[src/rtl/hamming_pkg.sv]
// Shared Hamming helpers: parity-width sizing, position classification,
// data-position mapping and the per-word error class.
package hamming_pkg;

  typedef enum logic [1:0] {
    CLEAN,
    SINGLE,
    DOUBLE
  } err_class_e;

  // Smallest r with 2^r >= data_bits + r + 1.
  function automatic int unsigned parity_bits(input int unsigned data_bits);
    int unsigned r;
    r = 0;
    for (int unsigned i = 1; i < 32; i++) begin
      if (r == 0 && (32'd1 << i) >= data_bits + i + 1) r = i;
    end
    return r;
  endfunction

  function automatic bit is_pow2(input int unsigned pos);
    return (pos != 0) && ((pos & (pos - 1)) == 0);
  endfunction

  // 1-based Hamming position of payload bit idx (payload fills non-power-of-two slots).
  function automatic int unsigned data_pos(input int unsigned idx);
    int unsigned pos;
    int unsigned cnt;
    pos = 0;
    cnt = 0;
    for (int unsigned p = 1; p < 256; p++) begin
      if (!is_pow2(p)) begin
        if (cnt == idx && pos == 0) pos = p;
        cnt++;
      end
    end
    return pos;
  endfunction

endpackage

[src/rtl/hamming_syndrome.sv]
// Combinational Hamming syndrome and overall parity of a received codeword.
// Bit i of code is Hamming position i+1; bits at or above HAM_BITS only feed the overall parity.
module hamming_syndrome #(
  parameter int unsigned HAM_BITS    = 7,
  parameter int unsigned PARITY_BITS = 3,
  parameter int unsigned CODE_BITS   = 8
) (
  input  logic [CODE_BITS-1:0]   code,
  output logic [PARITY_BITS-1:0] syndrome,
  output logic                   parity
);

  always_comb begin
    syndrome = '0;
    for (int unsigned k = 0; k < PARITY_BITS; k++) begin
      for (int unsigned i = 0; i < HAM_BITS; i++) begin
        if ((((i + 1) >> k) & 1) != 0) syndrome[k] = syndrome[k] ^ code[i];
      end
    end
    parity = ^code;
  end

endmodule

[src/rtl/hamming_secded_decoder.sv]
// Two-stage elastic Hamming SEC-DED decoder with saturating error counters.
// S1 holds the raw codeword; S2 holds the corrected payload, class and syndrome.
module hamming_secded_decoder
  import hamming_pkg::*;
#(
  parameter  int unsigned DATA_BITS   = 4,
  parameter  int unsigned EXT_PARITY  = 1,
  parameter  int unsigned CNT_BITS    = 16,
  localparam int unsigned PARITY_BITS = parity_bits(DATA_BITS),
  localparam int unsigned HAM_BITS    = DATA_BITS + PARITY_BITS,
  localparam int unsigned CODE_BITS   = HAM_BITS + EXT_PARITY
) (
  input  logic                   CLK,
  input  logic                   RST,
  input  logic                   IN_VALID,
  output logic                   IN_READY,
  input  logic [CODE_BITS-1:0]   CODE_IN,
  output logic                   OUT_VALID,
  input  logic                   OUT_READY,
  output logic [DATA_BITS-1:0]   DATA_OUT,
  output logic                   ERR_SINGLE,
  output logic                   ERR_DOUBLE,
  output logic [PARITY_BITS-1:0] SYNDROME,
  input  logic                   CNT_CLR,
  output logic [CNT_BITS-1:0]    SEC_CNT,
  output logic [CNT_BITS-1:0]    DED_CNT
);

  logic                   s1_v;
  logic [CODE_BITS-1:0]   s1_code;
  logic                   s2_v;
  logic [DATA_BITS-1:0]   s2_data;
  err_class_e             s2_cls;
  logic [PARITY_BITS-1:0] s2_syn;

  logic [PARITY_BITS-1:0] syn;
  logic                   par;
  logic                   pos_ok;
  logic                   flip;
  err_class_e             cls;
  logic [HAM_BITS-1:0]    corrected;
  logic [DATA_BITS-1:0]   data_fix;
  logic                   s1_ready;
  logic                   s2_ready;
  logic                   out_xfer;

  assign s2_ready = !s2_v || OUT_READY;
  assign s1_ready = !s1_v || s2_ready;
  assign IN_READY = !RST && s1_ready;
  assign out_xfer = s2_v && OUT_READY;

  hamming_syndrome #(
    .HAM_BITS   (HAM_BITS),
    .PARITY_BITS(PARITY_BITS),
    .CODE_BITS  (CODE_BITS)
  ) u_syndrome (
    .code    (s1_code),
    .syndrome(syn),
    .parity  (par)
  );

  // Without the overall parity bit an out-of-range syndrome is still reported, but nothing is flipped.
  always_comb begin
    cls    = CLEAN;
    flip   = 1'b0;
    pos_ok = (syn != '0) && (32'(syn) <= HAM_BITS);
    if (EXT_PARITY != 0) begin
      if (syn == '0) begin
        cls = par ? SINGLE : CLEAN;
      end else if (par && pos_ok) begin
        cls  = SINGLE;
        flip = 1'b1;
      end else begin
        cls = DOUBLE;
      end
    end else if (syn != '0) begin
      cls  = SINGLE;
      flip = pos_ok;
    end
    corrected = s1_code[HAM_BITS-1:0];
    for (int unsigned i = 0; i < HAM_BITS; i++) begin
      if (flip && 32'(syn) == i + 1) corrected[i] = !corrected[i];
    end
  end

  for (genvar j = 0; j < DATA_BITS; j++) begin : g_data
    localparam int unsigned POS = data_pos(j);
    assign data_fix[j] = corrected[POS-1];
  end

  always_ff @(posedge CLK) begin
    if (RST) begin
      s1_v    <= 1'b0;
      s1_code <= '0;
      s2_v    <= 1'b0;
      s2_data <= '0;
      s2_cls  <= CLEAN;
      s2_syn  <= '0;
    end else begin
      if (s1_ready) begin
        s1_v <= IN_VALID;
        if (IN_VALID) s1_code <= CODE_IN;
      end
      if (s2_ready) begin
        s2_v <= s1_v;
        if (s1_v) begin
          s2_data <= data_fix;
          s2_cls  <= cls;
          s2_syn  <= syn;
        end
      end
    end
  end

  always_ff @(posedge CLK) begin
    if (RST || CNT_CLR) begin
      SEC_CNT <= '0;
      DED_CNT <= '0;
    end else if (out_xfer) begin
      if (s2_cls == SINGLE && SEC_CNT != '1) SEC_CNT <= SEC_CNT + 1'b1;
      if (s2_cls == DOUBLE && DED_CNT != '1) DED_CNT <= DED_CNT + 1'b1;
    end
  end

  assign OUT_VALID  = s2_v;
  assign DATA_OUT   = s2_data;
  assign ERR_SINGLE = (s2_cls == SINGLE);
  assign ERR_DOUBLE = (s2_cls == DOUBLE);
  assign SYNDROME   = s2_syn;

endmodule

[config.mk]
export PLATFORM = sky130hd
export DESIGN_NAME = hamming_secded_decoder
export DESIGN_NICKNAME = d
export VERILOG_FILES = /design/src/rtl/hamming_pkg.sv /design/src/rtl/hamming_syndrome.sv /design/src/rtl/hamming_secded_decoder.sv
export SDC_FILE = /design/constraint.sdc
export NUM_CORES = 1
export LEC_CHECK = 0
export ABC_AREA = 1
export BUFFER_PORTS_ARGS = -buffer_cell sky130_fd_sc_hd__buf_2
export CELL_PAD_IN_SITES_DETAIL_PLACEMENT = 1
export CELL_PAD_IN_SITES_GLOBAL_PLACEMENT = 1
export CORE_AREA = 5 5 113 89
export DETAILED_ROUTE_END_ITERATION = 12
export DIE_AREA = 0 0 118 94
export PLACE_DENSITY = 0.82
export SYNTH_ARGS = -nofsm -noshare
export SYNTH_HDL_FRONTEND = slang
export SYNTH_SLANG_ARGS = --single-unit
[constraint.sdc]
create_clock -name CLK -period 1.5 [get_ports CLK]
set_input_delay 0 -clock CLK [delete_from_list [all_inputs] [get_ports CLK]]
set_output_delay 0 -clock CLK [all_outputs]
set_load 0.03 [all_outputs]
==> results of run 1 <==
==> final timing paths <==
| check | from | end |
|---|---|---|
| worst max-delay path | SEC_CNT[0] | SEC_CNT[8] |
| worst min-delay path | CODE_IN[1] | s1_code[1] |
| worst max register to register | SEC_CNT[0] | SEC_CNT[8] |
| worst min register to register | SEC_CNT[6] | SEC_CNT[6] |
==> cell families (layout without fill, tap and decap cells) <==
| group | count (synthesis) | in the layout | share of synthesized area (%) |
|---|---|---|---|
| flip-flops | 51 | 51 | 35.05 |
| AND/OR/NAND/NOR | 256 | 257 | 36.00 |
| adder cells (fa/ha/maj) | 2 | 2 | 0.8590 |
| XOR/XNOR | 20 | 20 | 6.014 |
| buffers and inverters | 67 | 197 | 9.321 |
| AO/OA/AOI/OAI | 66 | 66 | 12.76 |
==> Yosys cell counts (2+ instances only) <==
library cell / n / share of area, %
ha_1: 2 / 0.86
a21oi_1: 31 / 5.3
buf_6: 2 / 0.77
inv_1: 53 / 6.8
nor3_2: 2 / 0.69
a21oi_2: 9 / 2.7
inv_2: 2 / 0.26
o21ai_0: 23 / 4.0
nor2_1: 45 / 5.8
nor3_1: 13 / 2.2
dfxtp_1: 51 / 35
nand3_1: 29 / 5.0
nand2_1: 158 / 20
xnor2_1: 8 / 2.4
nand2_2: 3 / 0.64
buf_2: 4 / 0.69
clkbuf_1: 6 / 0.77
nand4_1: 4 / 0.86
xor2_1: 12 / 3.6
==> through the flow <==
| step | cell area [um2] | setup WS, ns | utilization [%] | std cells | setup TNS (ns) |
|---|---|---|---|---|---|
| 3_3_place_gp | 3822 | -0.05671 | 43.52 | 682 | -0.1137 |
| 4_1_cts | 4148 | -0.02774 | 47.22 | 701 | -0.2090 |
| 5_1_grt | 4541 | -0.1590 | 51.70 | 705 | -2.536 |
| 3_5_place_dp | 3822 | -0.1474 | 43.52 | 682 | -1.332 |
| 2_1_floorplan | 2984 | -0.1140 | - | 462 | -1.181 |
| 6_report | 4541 | -0.06415 | 51.70 | 705 | -0.5930 |
==> registers in the layout (all words and copies together), names as in the netlist <==
signal     flops
s2_cls         2
DATA_OUT       4
SEC_CNT       16
s1_v           1
s1_code        8
DED_CNT       16
SYNDROME       3
OUT_VALID      1
==> cell type report <==
cell class	instances	area [um2]	area share, %
Clock inverter	1	5.005	0.1102
Tap cell	112	140.1	3.086
Clock buffer	7	132.6	2.921
Inverter	55	221.5	4.877
Multi-Input combinational cell	345	2019	44.48
Sequential cell	51	1081	23.81
Timing Repair Buffer	134	940.9	20.72
==> routing by layer <==
metal,GRT usage (%),part of all wire [%],up-vias
met2,33.33,49,63
li1,-,-,1718
met3,3.853,3.7,24
met1,23.85,45,1677
met5,0,0,-
met4,5.444,2.2,0
==> critical path, cell delays in order, from the launching register on <==
cell,delay [ns]
dfxtp_4,0.36
ha_4,0.13
nand4_1,0.12
nor2_2,0.13
nand3_2,0.12
o21ai_4,0.17
buf_6,0.14
buf_6,0.11
nand2_1,0.05
a21oi_1,0.14
==> power breakdown <==
group / internal (uW) / switching (uW) / leakage [uW]
Sequential: 1380 / 39.4 / 0.000430
Combinational: 240 / 410 / 0.00158
Clock: 620 / 538 / 0.0000679
==> what timing repair did <==
| action | 4_1_cts | 5_1_grt |
|---|---|---|
| buffers inserted | 5 | 3 |
| endpoints found under the hold margin | 4 | 0 |
| setup endpoints to repair | 36 | 45 |
| resized for setup | 35 | 112 |
| hold buffers | 5 | 0 |
| cloned | 1 | 1 |
| pin swaps | 13 | 35 |
==> flow_summary.ini, run 1 <==
[pwr]
total_power_uw = 3227
ir_worst_vdd_uv = 466.6
leakagePower_uw = 0.002078
p_per_area_nw_per_um2 = 710.8

[worst_setup_path]
end_kind = flip-flop
cp_max_fo = 4
r2r_slack_ns = -0.06
crit_required_ns = 1.71
arrival_ns = 1.77
worstRegToRegCells = 9
crit_type = flip-flop to flip-flop
start_kind = flip-flop

[final_layout]
layout-drive-gt1-share_pct = 44.69
fillers = 1151
final_cell_mix = nand2_1, buf_4, buf_2
layout_commonest_cell = nand2_1
nets = 607
area_growth_pct = 55.88
antenna_cells = 0

[clock_tree]
numClockSinks = 51
clk_path_buf_depth = 2
cts_buffers = 5
cts.clk_slew.worst_paths_ns = 0.07
cts_tree = yes
htreeDepth = 2
clockRootBuffer = clkbuf_16
worst_skew_pair.late_latency_ns = 0.29

[synthesis]
ys_warn_count = 0
synth_ff_type = dfxtp_1
syn-num-nets = 477
synthesis.area_um2 = 2913
seq_area_frac_synth_pct = 35.05
syn_avg_cell_area_um2 = 6.305
postSynthCellCount = 462
synth-edff-count = 0
ys_types = 24
postSynth.asyncResetShare_pct = 0
synth.ff_latch_count = 51

[timing]
hold_violations = 0
fin_worst_skew_ns = 0.006006
rsz0062_at_grt = true
holdWs_ns = 0.02341
tightest_slew_ns = 0.9377
min_period_over_period_pct = 104.3
finalWorstSetupSlack_ns = -0.06415
finalCriticalPeriod_ns = 1.564
setup_viol = 14
finalMaxSlewViolations = 0
relSlewSlack_pct = 37.42
fmax_mhz = 639.3

[floorplan]
start_util_pct = 33.16
chipHeight_um = 94
chipWidth_um = 118
die_area_um2 = 11090
coreArea_um2 = 8783
io_pins = 56
rows = 30

[grt]
track_usage_pct = 19.05
grt_pass1_wl_um = 17360
grt_overflow = 0
grt_max_degree = 21
grt_pass1_vias = 3630
antenna_found_initial = 0

[min_path]
whs_path_depth = 3
hold_class = primary input to flip-flop

[place]
io_buffers = 55
gp_congestion = 0.8920
dp_hpwl_um = 7650

[route]
via_count = 3482
avgViaCountPerCell = 4.939
first_pass_iters = 4
wire_per_inst_um = 16.09
post-route-drc-count = 0
detail-route-antenna-nets = 0
routed_wl_um = 11350
drtIter0Drc = 147

[flow_run]
cap_violations = 0

[status]
outcome = finished, violations left
violations = negative setup slack
(Power assumes the default switching activity.)
==> run 2, diff against run 1 <==
--- a/config.mk
+++ b/config.mk
@@ -9,10 +9,10 @@
 export BUFFER_PORTS_ARGS = -buffer_cell sky130_fd_sc_hd__buf_2
 export CELL_PAD_IN_SITES_DETAIL_PLACEMENT = 1
 export CELL_PAD_IN_SITES_GLOBAL_PLACEMENT = 1
-export CORE_AREA = 5 5 113 89
+export CORE_AREA = 5 5 82 122
 export DETAILED_ROUTE_END_ITERATION = 12
-export DIE_AREA = 0 0 118 94
-export PLACE_DENSITY = 0.82
+export DIE_AREA = 0 0 87 127
+export PLACE_DENSITY = 0.81
 export SYNTH_ARGS = -nofsm -noshare
 export SYNTH_HDL_FRONTEND = slang
 export SYNTH_SLANG_ARGS = --single-unit
==> flow_summary.ini, run 2 (synthesis results as in run 1) <==
[status]
outcome = finished, violations left
violations = negative hold slack, negative setup slack

[worst_setup_path]
r2r_slack_ns = -0.12
slowest_stage = dfxtp_4
crit_type = flip-flop to flip-flop
end_kind = flip-flop
crit_required_ns = 1.65
reg2reg_from = SEC_CNT[0]
reg2reg_to = SEC_CNT[0]
max_stage_delay_ns = 0.37
arrival_ns = 1.77
cp_max_fo = 6
worstRegToRegCells = 8
start_kind = flip-flop
cp_cell_sequence = ha_4, nand4_1, nor2_1, nand3_2, o21ai_4, buf_6, or2_4, a21oi_2

[route]
via_count = 3521
detail-route-antenna-nets = 0
post-route-drc-count = 0
avgViaCountPerCell = 5.081
drtIter0Drc = 141
wire_per_inst_um = 15.63
routed_wl_um = 10830
first_pass_iters = 4

[pwr]
total_power_uw = 3169
p_per_area_nw_per_um2 = 733.4
ir_worst_vdd_uv = 469.5
leakagePower_uw = 0.001964

[grt]
grt_overflow = 0
grt_pass1_wl_um = 16490
antenna_found_initial = 0
grt_pass1_vias = 3670
track_usage_pct = 18.71
grt_max_degree = 21

[timing]
fin_worst_skew_ns = 0.009157
setup_viol = 18
relSlewSlack_pct = 41.00
holdWs_ns = -0.007222
fmax_mhz = 618.8
finalMaxSlewViolations = 0
rsz0062_at_grt = true
min_period_over_period_pct = 107.7
tightest_slew_ns = 0.8840
finalCriticalPeriod_ns = 1.616
hold_violations = 1
finalWorstSetupSlack_ns = -0.1161

[clock_tree]
numClockSinks = 51
clk_path_buf_depth = 2
cts_tree = yes
cts.clk_slew.worst_paths_ns = 0.07
htreeDepth = 2
cts_buffers = 5
clockRootBuffer = clkbuf_16
worst_skew_pair.late_latency_ns = 0.30

[place]
dp_slack_ns = -0.1292
dp_hpwl_um = 7668
gp_congestion = 0.8369
io_buffers = 55

[final_layout]
nets = 597
reg_top3 = DED_CNT x16, SEC_CNT x16, s1_code x8
seq_area_um2 = 1075
area_growth_pct = 48.32
antenna_cells = 0
layout_commonest_cell = nand2_1
final_cell_mix = nand2_1, buf_2, buf_4
layout-drive-gt1-share_pct = 40.48
multi_input_comb_area_um2 = 1896
fillers = 1171

[floorplan]
coreArea_um2 = 8776
chipWidth_um = 87
chipHeight_um = 127
die_area_um2 = 11050
start_util_pct = 33.19
io_pins = 56
rows = 42

[min_path]
whs_endpoint = s1_code[2]
whs_path_depth = 3
hp-start = CODE_IN[2]
hold_class = primary input to flip-flop

[flow_run]
cap_violations = 0
run 2: worst max path at each step:
stage	from	end	slack (ns)	cells after the start
6_report	SEC_CNT[0]	SEC_CNT[0]	-0.12	8
4_1_cts	SEC_CNT[1]	SEC_CNT[10]	-0.06	9
3_5_place_dp	SEC_CNT[1]	SEC_CNT[0]	-0.13	8
2_1_floorplan	SEC_CNT[1]	SEC_CNT[3]	-0.11	9
5_1_grt	SEC_CNT[0]	SEC_CNT[0]	-0.19	8
3_3_place_gp	SEC_CNT[1]	SEC_CNT[0]	-0.04	8
run 2: worst max-delay path, delay by kind of cell (launching register included):
kind,cells,cell delay [ns]
and+or+nand+nor,4,0.46
DFF,1,0.37
AOI/OAI and AO/OA,2,0.34
buffers and inverters,1,0.18
adders and majority gates,1,0.13
run 2: per-stage QoR:
step / cell area [um2] / utilization (%) / std cells / hold slack [ns] / setup TNS [ns]
after CTS: 4013 / 45.72 / 687 / 0.004766 / -0.4155
after global routing: 4320 / 49.23 / 693 / 0.02013 / -2.909
after global placement: 3745 / 42.67 / 670 / 0.2800 / -0.05372
after floorplan: 2984 / - / 462 / 0.1673 / -1.181
final: 4320 / 49.23 / 693 / -0.007222 / -1.081
after detailed placement: 3745 / 42.67 / 670 / 0.2858 / -1.595
run 2: per-layer routing:
layer	part of all wire, %	vias up	routed length, um	track usage [%]
met5	0	-	0	0
met3	3.0	34	330	2.577
met2	56	77	6116	37.23
met1	36	1716	3950	17.42
met4	4.0	0	434	10.28
li1	-	1694	-	-
run 2: timing repair:
| action | CTS | global route |
|---|---|---|
| hold buffers | 5 | 0 |
| pin swaps | 5 | 29 |
| hold endpoints to repair | 4 | 0 |
| setup endpoints to repair | 37 | 39 |
| cloned | 1 | 1 |
| gates resized for setup | 22 | 88 |
| setup buffers | 3 | 5 |
run 2: layout make-up:
class	instances	area share, %
timing repair buffer	124	19.72
tap	110	3.186
sequential	51	24.88
inverter	55	5.155
multi-input combinational	345	43.87
clock buffer	7	3.070
clock inverter	1	0.1158
run 2: report_power, final:
part | leakage, uW | internal (uW) | switching [uW] | total [uW]
combinational | 0.00147 | 223 | 382 | 605
sequential | 0.000429 | 1380 | 37.7 | 1420
clock | 0.0000679 | 619 | 525 | 1140
total | 0.00196 | 2220 | 946 | 3170
==> run 3, diff against run 2 <==
--- a/config.mk
+++ b/config.mk
@@ -13,6 +13,7 @@
 export DETAILED_ROUTE_END_ITERATION = 12
 export DIE_AREA = 0 0 87 127
 export PLACE_DENSITY = 0.81
+export RECOVER_POWER = 50
 export SYNTH_ARGS = -nofsm -noshare
 export SYNTH_HDL_FRONTEND = slang
 export SYNTH_SLANG_ARGS = --single-unit
==> flow_summary.ini, run 3 (synthesis results as in run 1) <==
[status]
outcome = finished, violations left
violations = negative hold slack, negative setup slack

[route]
drtIter0Drc = 137
first_pass_iters = 4
routed_wl_um = 10840
via_count = 3528
detail-route-antenna-nets = 0
wire_per_inst_um = 15.64
avgViaCountPerCell = 5.091
post-route-drc-count = 0

[floorplan]
chipWidth_um = 87
io_pins = 56
start_util_pct = 33.19
coreArea_um2 = 8776
die_area_um2 = 11050
rows = 42
chipHeight_um = 127

[place]
io_buffers = 55
place_inst = 670
dp_hpwl_um = 7668
gp_congestion = 0.8369

[grt]
grt_overflow = 0
grt_pass1_vias = 3670
antenna_found_initial = 0
grt_pass1_wl_um = 16490
track_usage_pct = 18.71
grt_max_degree = 21

[clock_tree]
cts.clk_slew.worst_paths_ns = 0.07
clockRootBuffer = clkbuf_16
worst_skew_pair.late_latency_ns = 0.30
cts_buffers = 5
numClockSinks = 51
cts_tree = yes
clk_path_buf_depth = 2
htreeDepth = 2

[min_path]
hp-start = CODE_IN[2]
hold_class = primary input to flip-flop
whs_endpoint = s1_code[2]
whs_path_depth = 3

[final_layout]
reg_top3 = DED_CNT x16, SEC_CNT x16, s1_code x8
antenna_cells = 0
final_cells = 693
layout-drive-gt1-share_pct = 37.91
final_cell_mix = nand2_1, buf_4, inv_1
layout_commonest_cell = nand2_1
area_growth_pct = 47.68
nets = 597

[worst_setup_path]
worstRegToRegCells = 8
crit_type = flip-flop to flip-flop
cp_max_fo = 6
crit_required_ns = 1.65
reg2reg_from = SEC_CNT[0]
arrival_ns = 1.77
start_kind = flip-flop
end_kind = flip-flop
r2r_slack_ns = -0.11
reg2reg_to = SEC_CNT[0]
crit_path_start = SEC_CNT[0]

[timing]
holdWs_ns = -0.007938
setup_total_negative_slack_ns = -1.014
relSlewSlack_pct = 40.61
finalWorstSetupSlack_ns = -0.1146
finalCriticalPeriod_ns = 1.615
finalMaxSlewViolations = 0
setup_viol = 18
fin_worst_skew_ns = 0.009557
fmax_mhz = 619.3
min_period_over_period_pct = 107.6
hold_violations = 1
rsz0062_at_grt = true
tightest_slew_ns = 0.8898

[flow_run]
cap_violations = 0

[pwr]
p_per_area_nw_per_um2 = 735.7
leakagePower_uw = 0.001902
ir_worst_vdd_uv = 469.1
## run 3: cell count changes in the layout (fill, tap and decap cells not counted)
cell and delta:
clkbuf_1 +15, buf_2 -15
## run 3: stage by stage
stage	cell area, um2	total power, uW	hold slack [ns]	setup slack (ns)	util [%]
6_report	4302	3165	-0.007938	-0.1146	49.02
5_1_grt	4302	3304	0.02013	-0.1928	49.02
4_1_cts	4013	3085	0.004766	-0.06063	45.72
3_5_place_dp	3745	1913	0.2858	-0.1292	42.67
3_3_place_gp	3745	1888	0.2800	-0.04145	42.67
2_1_floorplan	2984	1733	0.1673	-0.1140	-
## run 3: area by class of cell
| class | instances | area (um2) |
|---|---|---|
| repair buffers | 124 | 833.3 |
| clock buffers | 7 | 132.6 |
| multi-input cells | 345 | 1896 |
| fillers | 1183 | 4474 |
| well taps | 110 | 137.6 |
| inverters | 55 | 222.7 |
| clock inverters | 1 | 5.005 |
| flip-flops and latches | 51 | 1075 |
## run 3: how the worst max path moves through the flow
stage / endpoint / slack, ns / depth (start not counted)
global route: SEC_CNT[0] / -0.19 / 8
global placement: SEC_CNT[0] / -0.04 / 8
CTS: SEC_CNT[10] / -0.06 / 9
detailed placement: SEC_CNT[0] / -0.13 / 8
floorplan: SEC_CNT[3] / -0.11 / 9
finish: SEC_CNT[0] / -0.11 / 8
## run 3: worst max-delay path: stages (launching register included)
cell     delay, ns
dfxtp_4       0.37
ha_4          0.13
nand4_1       0.08
nor2_1        0.13
nand3_2       0.13
o21ai_4       0.29
buf_6         0.18
or2_4         0.12
a21oi_2       0.05
## run 3: power breakdown
group | internal, uW | switching, uW | total, uW
clock | 619 | 525 | 1140
combinational | 219 | 383 | 602
sequential | 1380 | 37.9 | 1420
total | 2220 | 946 | 3160
## run 3: what timing repair did
action,4_1_cts,5_1_grt
endpoints found under the hold margin,4,0
resized for setup,22,88
buffers inserted,3,5
setup endpoints to repair,37,39
hold buffers,5,0
gates cloned,1,1
pin swaps,5,29
## run 3: routing by layer
| metal | GRT usage, % | wire length (um) | up-vias |
|---|---|---|---|
| met3 | 2.577 | 372 | 32 |
| met2 | 37.23 | 6168 | 78 |
| li1 | - | - | 1695 |
| met5 | 0 | 0 | - |
| met4 | 10.28 | 426 | 0 |
| met1 | 17.42 | 3871 | 1723 |
